===== config.mk =====
export PLATFORM = sky130hd
export DESIGN_NAME = m_fetch_queue
export DESIGN_NICKNAME = d
export VERILOG_FILES = /design/src/rtl/m_fetch_queue_pkg.sv /design/src/rtl/m_fetch_fifo.sv /design/src/rtl/m_fetch_queue.sv
export SDC_FILE = /design/constraint.sdc
export NUM_CORES = 1
export LEC_CHECK = 0
export ABC_AREA = 1
export BUFFER_PORTS_ARGS = -buffer_cell sky130_fd_sc_hd__buf_2
export CAP_MARGIN = 10
export CORE_ASPECT_RATIO = 2
export CORE_MARGIN = 10
export CORE_UTILIZATION = 45
export CTS_CLUSTER_DIAMETER = 40
export CTS_CLUSTER_SIZE = 20
export DETAILED_ROUTE_END_ITERATION = 8
export HOLD_SLACK_MARGIN = 0.05
export SKIP_CTS_REPAIR_TIMING = 1
export SLEW_MARGIN = 40
export SYNTH_ARGS = -nofsm -noshare
export SYNTH_HDL_FRONTEND = slang
export SYNTH_SLANG_ARGS = --single-unit

===== constraint.sdc =====
create_clock -name w_clk -period 4.9 [get_ports w_clk]
set_clock_uncertainty 0.15 [all_clocks]
set_input_delay 0.98 -clock w_clk [delete_from_list [all_inputs] [get_ports w_clk]]
set_output_delay 0.98 -clock w_clk [all_outputs]
set_load 0.02 [all_outputs]

===== src/rtl/m_fetch_queue_pkg.sv =====
// Shared constants and types for the instruction fetch queue.
// Sizing defaults, PC step and the entry layout stored in the FIFO.
package m_fetch_queue_pkg;

   localparam int unsigned DEPTH_DEF    = 4;
   localparam logic [31:0] RESET_PC_DEF = 32'h0000_0000;
   localparam logic [31:0] PC_INC       = 32'd4;
   localparam logic [31:0] NOP_INST     = 32'h0000_0013;

   typedef struct packed {
      logic [31:0] pc;
      logic [31:0] inst;
   } fetch_entry_t;

   function automatic logic [31:0] align_pc(input logic [31:0] pc);
      return {pc[31:2], 2'b00};
   endfunction

endpackage


===== src/rtl/m_fetch_fifo.sv =====
// Circular buffer of 64-bit fetch entries with synchronous flush.
// The array is not reset; the consumer masks the head using count.
module m_fetch_fifo #(
   parameter int unsigned DEPTH = 4,
   localparam int unsigned PW   = $clog2(DEPTH),
   localparam int unsigned CW   = PW + 1
) (
   input  logic          w_clk,
   input  logic          w_rst_n,
   input  logic          push,
   input  logic          pop,
   input  logic          flush,
   input  logic [63:0]   wr_data,
   output logic [63:0]   rd_data,
   output logic [CW-1:0] count
);

   logic [63:0]   mem [DEPTH];
   logic [PW-1:0] wr_ptr;
   logic [PW-1:0] rd_ptr;

   // DEPTH is a power of two, so pointers wrap naturally at DEPTH-1.
   always_ff @(posedge w_clk or negedge w_rst_n) begin
      if (!w_rst_n) begin
         wr_ptr <= '0;
         rd_ptr <= '0;
         count  <= '0;
      end else if (flush) begin
         wr_ptr <= '0;
         rd_ptr <= '0;
         count  <= '0;
      end else begin
         if (push) wr_ptr <= wr_ptr + 1'b1;
         if (pop)  rd_ptr <= rd_ptr + 1'b1;
         case ({push, pop})
            2'b10:   count <= count + 1'b1;
            2'b01:   count <= count - 1'b1;
            default: count <= count;
         endcase
      end
   end

   always_ff @(posedge w_clk) begin
      if (push && !flush) mem[wr_ptr] <= wr_data;
   end

   assign rd_data = mem[rd_ptr];

endmodule


===== src/rtl/m_fetch_queue.sv =====
// Fetch PC generation plus a registered queue feeding decode.
// Redirect flushes the queue and restarts fetch from the aligned target.
module m_fetch_queue
   import m_fetch_queue_pkg::*;
#(
   parameter int unsigned DEPTH    = DEPTH_DEF,
   parameter logic [31:0] RESET_PC = RESET_PC_DEF
) (
   input  logic        w_clk,
   input  logic        w_rst_n,
   output logic [31:0] w_imem_adr,
   input  logic [31:0] w_imem_data,
   input  logic        w_redirect,
   input  logic [31:0] w_redirect_pc,
   output logic        w_valid,
   input  logic        w_ready,
   output logic [31:0] w_inst,
   output logic [31:0] w_pc
);

   localparam int unsigned CW = $clog2(DEPTH) + 1;

   logic [31:0]   r_pc;
   logic [CW-1:0] count;
   logic          push;
   logic          pop;
   fetch_entry_t  tail;
   fetch_entry_t  head;

   assign w_imem_adr = r_pc;
   assign w_valid    = (count != '0);
   assign pop        = w_valid & w_ready & ~w_redirect;
   // A pop in the same cycle frees a slot, so a full queue still accepts a fetch.
   assign push       = ~w_redirect & ((count < CW'(DEPTH)) | pop);

   assign tail.pc    = r_pc;
   assign tail.inst  = w_imem_data;

   always_ff @(posedge w_clk or negedge w_rst_n) begin
      if (!w_rst_n) begin
         r_pc <= RESET_PC;
      end else if (w_redirect) begin
         r_pc <= align_pc(w_redirect_pc);
      end else if (push) begin
         r_pc <= r_pc + PC_INC;
      end
   end

   m_fetch_fifo #(.DEPTH(DEPTH)) u_fifo (
      .w_clk   (w_clk),
      .w_rst_n (w_rst_n),
      .push    (push),
      .pop     (pop),
      .flush   (w_redirect),
      .wr_data (tail),
      .rd_data (head),
      .count   (count)
   );

   assign w_inst = w_valid ? head.inst : '0;
   assign w_pc   = w_valid ? head.pc   : '0;

endmodule


== Word-level counts from Yosys, hierarchy flattened ==
Memory sizes are Yosys's and may differ from the RTL's.
Index checks and enable logic that the tools add are counted.
W data, S select, Z words.

* Reduce and logical (&&, ||, !) cells: 6
* Eq/ne operators: 2
* Muxes and demuxes: 12
* Order comparisons: 1
* $add $sub $neg: 5
* Bitwise gates (word level): 5

{| class="wikitable"
|+ Operators with widths
! operator !! count
|-
| $mux W32 || 4
|-
| $add A32 B3 Y32 const B || 1
|-
| $mux W2 || 4
|-
| $pmux W3 S2 || 1
|-
| $reduce_bool A3 Y1 || 2
|-
| $add A2 B1 Y2 const B || 2
|-
| $reduce_bool A2 Y1 || 2
|-
| $add A3 B1 Y3 const B || 1
|-
| $and A1 B1 Y1 || 3
|-
| $lt A3 B3 Y1 const B || 1
|-
| $mux W3 || 1
|-
| $sub A3 B1 Y3 const B || 1
|-
| $eq A2 B1 Y1 const B || 1
|-
| $eq A2 B2 Y1 const B || 1
|-
| $mux W1 || 2
|-
| $logic_and A1 B1 Y1 || 1
|-
| $logic_not A1 Y1 || 1
|-
| $not A1 Y1 || 1
|-
| $or A1 B1 Y1 || 1
|}

* Memory bits (writable): 256
* Memories kept: 1
* Register bits after elaboration: 39
* Output and inout port bits: 97
* Input port bits: 68
* Logic and storage cells: 36

{| class="wikitable"
|+ Memories
! memory !! depth !! bits a word !! rd ports !! clocked after memory_dff !! write ports !! RTL line !! RTL
|-
| u_fifo.mem || 4 || 64 || 1 || 0 || 1 || m_fetch_fifo.sv:18 || <nowiki>logic [63:0] mem [DEPTH];</nowiki>
|}

== Longest topological paths before layout ==
* Depth in word-level cells: 8
* Mapped depth: 10
* Gate-level depth less buffers: 10

== Modules after synthesis ==
Synthesis repeated with hierarchy kept, for this count alone.

* Cell total of the unflattened synthesis: 1162
* Area total of the unflattened synthesis: 12617.1 um2

{| class="wikitable"
|+ By module, submodules not included
! module !! area an instance (um2) !! seq. area each (um2) !! cells each !! instances
|-
| m_fetch_fifo || 9917.0 || 7862.5 || 677 || 1
|-
| m_fetch_queue || 2700.1 || 750.7 || 485 || 1
|}

== Worst setup path after synthesis ==
Ideal clock, no wire load.

* Path kind: in2reg
* Start point: input w_ready
* End point: memory u_fifo.mem[0][0], enable pin
* Stages on the path: 6
* Setup time: 0.482 ns
* Buffers on the path: 0
* Setup slack: 0.122 ns
* Arrival time: 4.146 ns
* Required time: 4.268 ns
* Cell sequence: inv_1 -> o21ai_2 -> inv_4 -> nor2_4 -> inv_2 -> nor2_1

* Cells in the longest elaborated chain, start to end: 7

{| class="wikitable"
|+ RTL lines
! element !! RTL line !! RTL
|-
| start, declared || m_fetch_queue.sv:16 || <nowiki>input logic w_ready,</nowiki>
|-
| $and A1 B1 Y1 (2 in series) || m_fetch_queue.sv:32 || <nowiki>assign pop = w_valid & w_ready & ~w_redirect;</nowiki>
|-
| $or A1 B1 Y1 || m_fetch_queue.sv:34 || <nowiki>assign push = ~w_redirect & ((count < CW'(DEPTH)) | pop);</nowiki>
|-
| $and A1 B1 Y1 || m_fetch_queue.sv:34 ||
|-
| $logic_and A1 B1 Y1 || m_fetch_fifo.sv:44 || <nowiki>if (push && !flush) mem[wr_ptr] <= wr_data;</nowiki>
|-
| $mux W1 || m_fetch_fifo.sv:44 ||
|-
| $mux W1 (not written as such) || m_fetch_fifo.sv:44 ||
|-
| end, declared || m_fetch_fifo.sv:18 ||
|}

No other way between the ends.

== Worst setup path after layout ==
* Start point: register u_fifo.rd_ptr[0]
* End point: output w_pc[7]

* Cells in the longest elaborated chain, start to end: 2

{| class="wikitable"
|+ RTL lines
! element !! RTL line !! RTL
|-
| start, declared || m_fetch_fifo.sv:20 || <nowiki>logic [PW-1:0] rd_ptr;</nowiki>
|-
| start signal, assigned || m_fetch_fifo.sv:34 || <nowiki>if (pop) rd_ptr <= rd_ptr + 1'b1;</nowiki>
|-
| $mem_v2 Z4 W64 || -- ||
|-
| $mux W32 || m_fetch_queue.sv:61 || <nowiki>assign w_pc = w_valid ? head.pc : '0;</nowiki>
|-
| end, declared || m_fetch_queue.sv:18 || <nowiki>output logic [31:0] w_pc</nowiki>
|}

No other way between the ends.

==> flow_summary.yaml <==
run_status:
  outcome: "finished clean"
synthesis:
  yosys.area.top_type: "edfxtp_1"
  ys_ff_latch: 285
  synth_top_cell_area_share_pct: 60.70
  synth_warnings: 0
  synth-edff-count: 248
  yosysSeqAreaShare_pct: 68.24
  synthArstFlopShare_pct: 12.98
  ys_types: 39
  synth_ff_type: "edfxtp_1"
  synthTopCellsByArea: "edfxtp_1, nor2_1, dfrtp_1, o21ai_0, nand2_1"
  synth_area_um2: 12270
  synthCells: 1167
  synth_area_per_cell_um2: 10.51
critical_path:
  rrSetupSlack_ps: 2300
  criticalPathCategory: "reg -> out"
  reg2reg_depth: 6
  critPathCaptureType: "output pin"
  r2r_end: "u_fifo.mem[1][4]"
  start_kind: "register"
  arrival_ps: 2680
  worstPathMaxFanout: 40
  rr_startpoint: "u_fifo.count[2]"
  worstPathRequired_ps: 3770
clock_network:
  ctsLongestPathBuffers: 3
  cts_buffers: 23
  htree_levels: 1
  numClockSinks: 285
  cts.clk_slew.worst_paths_ps: 70
  clock_latency_ps: 530
  cts_tree: "yes"
  root_buffer: "clkbuf_16"
grt:
  overflow: 0
  grtUsageTotal_pct: 18.52
  grt_pass1_vias: 8843
  antenna_found_initial: 1
  grt_pass1_wl_um: 49260
  grt_max_degree: 82
sta:
  period_needed_ps: 3814
  worstMarginPinSlew_ps: 724.8
  holdWs_ps: 260.0
  slew_violations: 0
  setup_viol: 0
  fmax_ghz: 0.2622
  fin_tns_setup_ps: 0
  min_period_over_period_pct: 77.83
  maxSlewHeadroom_pct: 51.57
  grt_setup_unrepaired: "no"
  hold_violations: 0
floorplan:
  die_area_um2: 34670
  die_height_um: 253.5
  die_w_um: 136.8
  io_pins: 165
  rows: 85
  core_um2: 26910
  initial_core_util_pct: 45.60
detailed_routing:
  drc_errors: 0
  drt-vias-per-instance: 5.276
  postRouteAntennaNets: 0
  num_vias: 8843
  wire_per_inst_um: 19.41
  routed_wl_um: 32520
  first_iter_violations: 582
  detail_route.first_pass.iterations: 5
power_and_ir_drop:
  power_density_nw_per_um2: 535.1
  p_leak_nw: 5.462
  total_power_mw: 7.603
  ir_worst_vdd_uv: 463.1
cells_and_area:
  nets: 1386
  fin_util_pct: 52.80
  layout-drive-gt1-share_pct: 17.71
  multiInputGateArea_um2: 3427
  syn2layout_area_growth_pct: 15.80
  final-seq-area_um2: 8378
  n_fill_cell: 2405
placed_design:
  portBuffers: 158
  place_hpwl_um: 20690
  gp_congestion: 0.9138
min_path:
  hp-class: "in -> async"
run:
  drv_cap: 0
==> worst max path at each step <==
| stage | startpoint | to | slack, ps |
|---|---|---|---|
| 3_5_place_dp | w_ready | u_fifo.mem[1][52] | 1410 |
| 2_1_floorplan | w_ready | u_fifo.mem[0][0] | 120 |
| 3_3_place_gp | w_redirect | u_fifo.mem[1][45] | 1420 |
| 6_report | u_fifo.rd_ptr[0] | w_pc[7] | 1090 |
| 5_1_grt | u_fifo.rd_ptr[0] | w_pc[21] | 920 |
| 4_1_cts | u_fifo.rd_ptr[0] | w_pc[21] | 1020 |
==> critical path: stages (launching register included) <==
cell and delay, ps:
dfrtp_4 750, clkinv_2 440, buf_4 350, o21ai_0 220, a21oi_1 140, buf_2 210
==> synthesized netlist by cell type, types with 3 or more instances <==
library cell,number
a21oi_1,69
a22oi_2,3
buf_1,5
buf_2,18
buf_4,7
clkbuf_1,29
dfrtp_1,37
edfxtp_1,248
ha_1,5
inv_1,54
inv_2,5
nand2_1,146
nand3_1,34
nand4_1,4
nor2_1,313
o21ai_0,154
o21ai_1,6
==> report_power, final <==
| part | total [mW] | leakage, nW | switching (mW) | internal, mW |
|---|---|---|---|---|
| clock | 1.82 | 0.358 | 0.906 | 0.914 |
| combinational | 2.42 | 2.40 | 1.74 | 0.683 |
| sequential | 3.36 | 2.70 | 0.280 | 3.08 |
| total | 7.60 | 5.46 | 2.93 | 4.68 |
==> cell type report <==
type | count | area share [%]
Sequential cell | 285 | 58.97
Multi-Input combinational cell | 765 | 24.12
Timing Repair Buffer | 176 | 7.001
Clock buffer | 26 | 4.130
Tap cell | 348 | 3.065
Inverter | 61 | 1.656
Clock inverter | 14 | 1.039
Antenna cell | 1 | 0.01761
==> sequential cells by signal, summed over array words and instances (netlist names) <==
name / cells
u_fifo.rd_ptr: 2
u_fifo.count: 3
u_fifo.wr_ptr: 2
u_fifo.mem: 248
w_imem_adr: 30
==> placed cells by master (no fill, tap or decap), types with 2 or more instances in the layout <==
cell type    n
a211oi_1     2
a21oi_1     69
a22oi_1      2
a22oi_2      3
a31oi_1      2
buf_12       5
buf_2      157
buf_4       13
clkbuf_1     3
clkbuf_16   23
clkinv_1     4
clkinv_2     3
conb_1       5
dfrtp_1     35
edfxtp_1   248
ha_1         5
inv_1       54
inv_12       3
inv_16       2
inv_2        4
inv_4        2
inv_6        2
nand2_1    146
nand2_2      2
nand3_1     34
nand4_1      4
nor2_1     309
nor2_2       2
nor2_4       6
nor3_1       2
o21ai_0    154
o21ai_1      6
xnor2_1      2
==> routing by layer <==
layer  share of wire, %  global-route usage (%)  vias up
met5                  0                       0        -
met4                3.7                   8.071        0
met3                5.0                   2.710       62
met2                 54                   34.16      236
met1                 37                   20.25     4272
li1                   -                       -     4273
==> stage by stage <==
| stage | cells | area [µm²] | setup WS, ps |
|---|---|---|---|
| after global routing | 1676 | 14210 | 923.6 |
| after CTS | 1675 | 14200 | 1024 |
| after floorplan | 1171 | 12280 | 122.0 |
| final | 1676 | 14210 | 1086 |
| after global placement | 1635 | 13460 | 1423 |
| after detailed placement | 1635 | 13470 | 1415 |
==> cell families (layout without fill, tap and decap cells) <==
logic type	count (synthesis)	in the layout	synth area share (%)
buf+inv	121	277	4.191
xor+xnor	2	2	0.1428
other cells	1	6	0.03056
flops	285	285	68.24
simple gates	508	508	16.30
compound gates	244	244	10.42
fa+ha+maj	6	6	0.6731
Power figures use the tool's default switching activity.
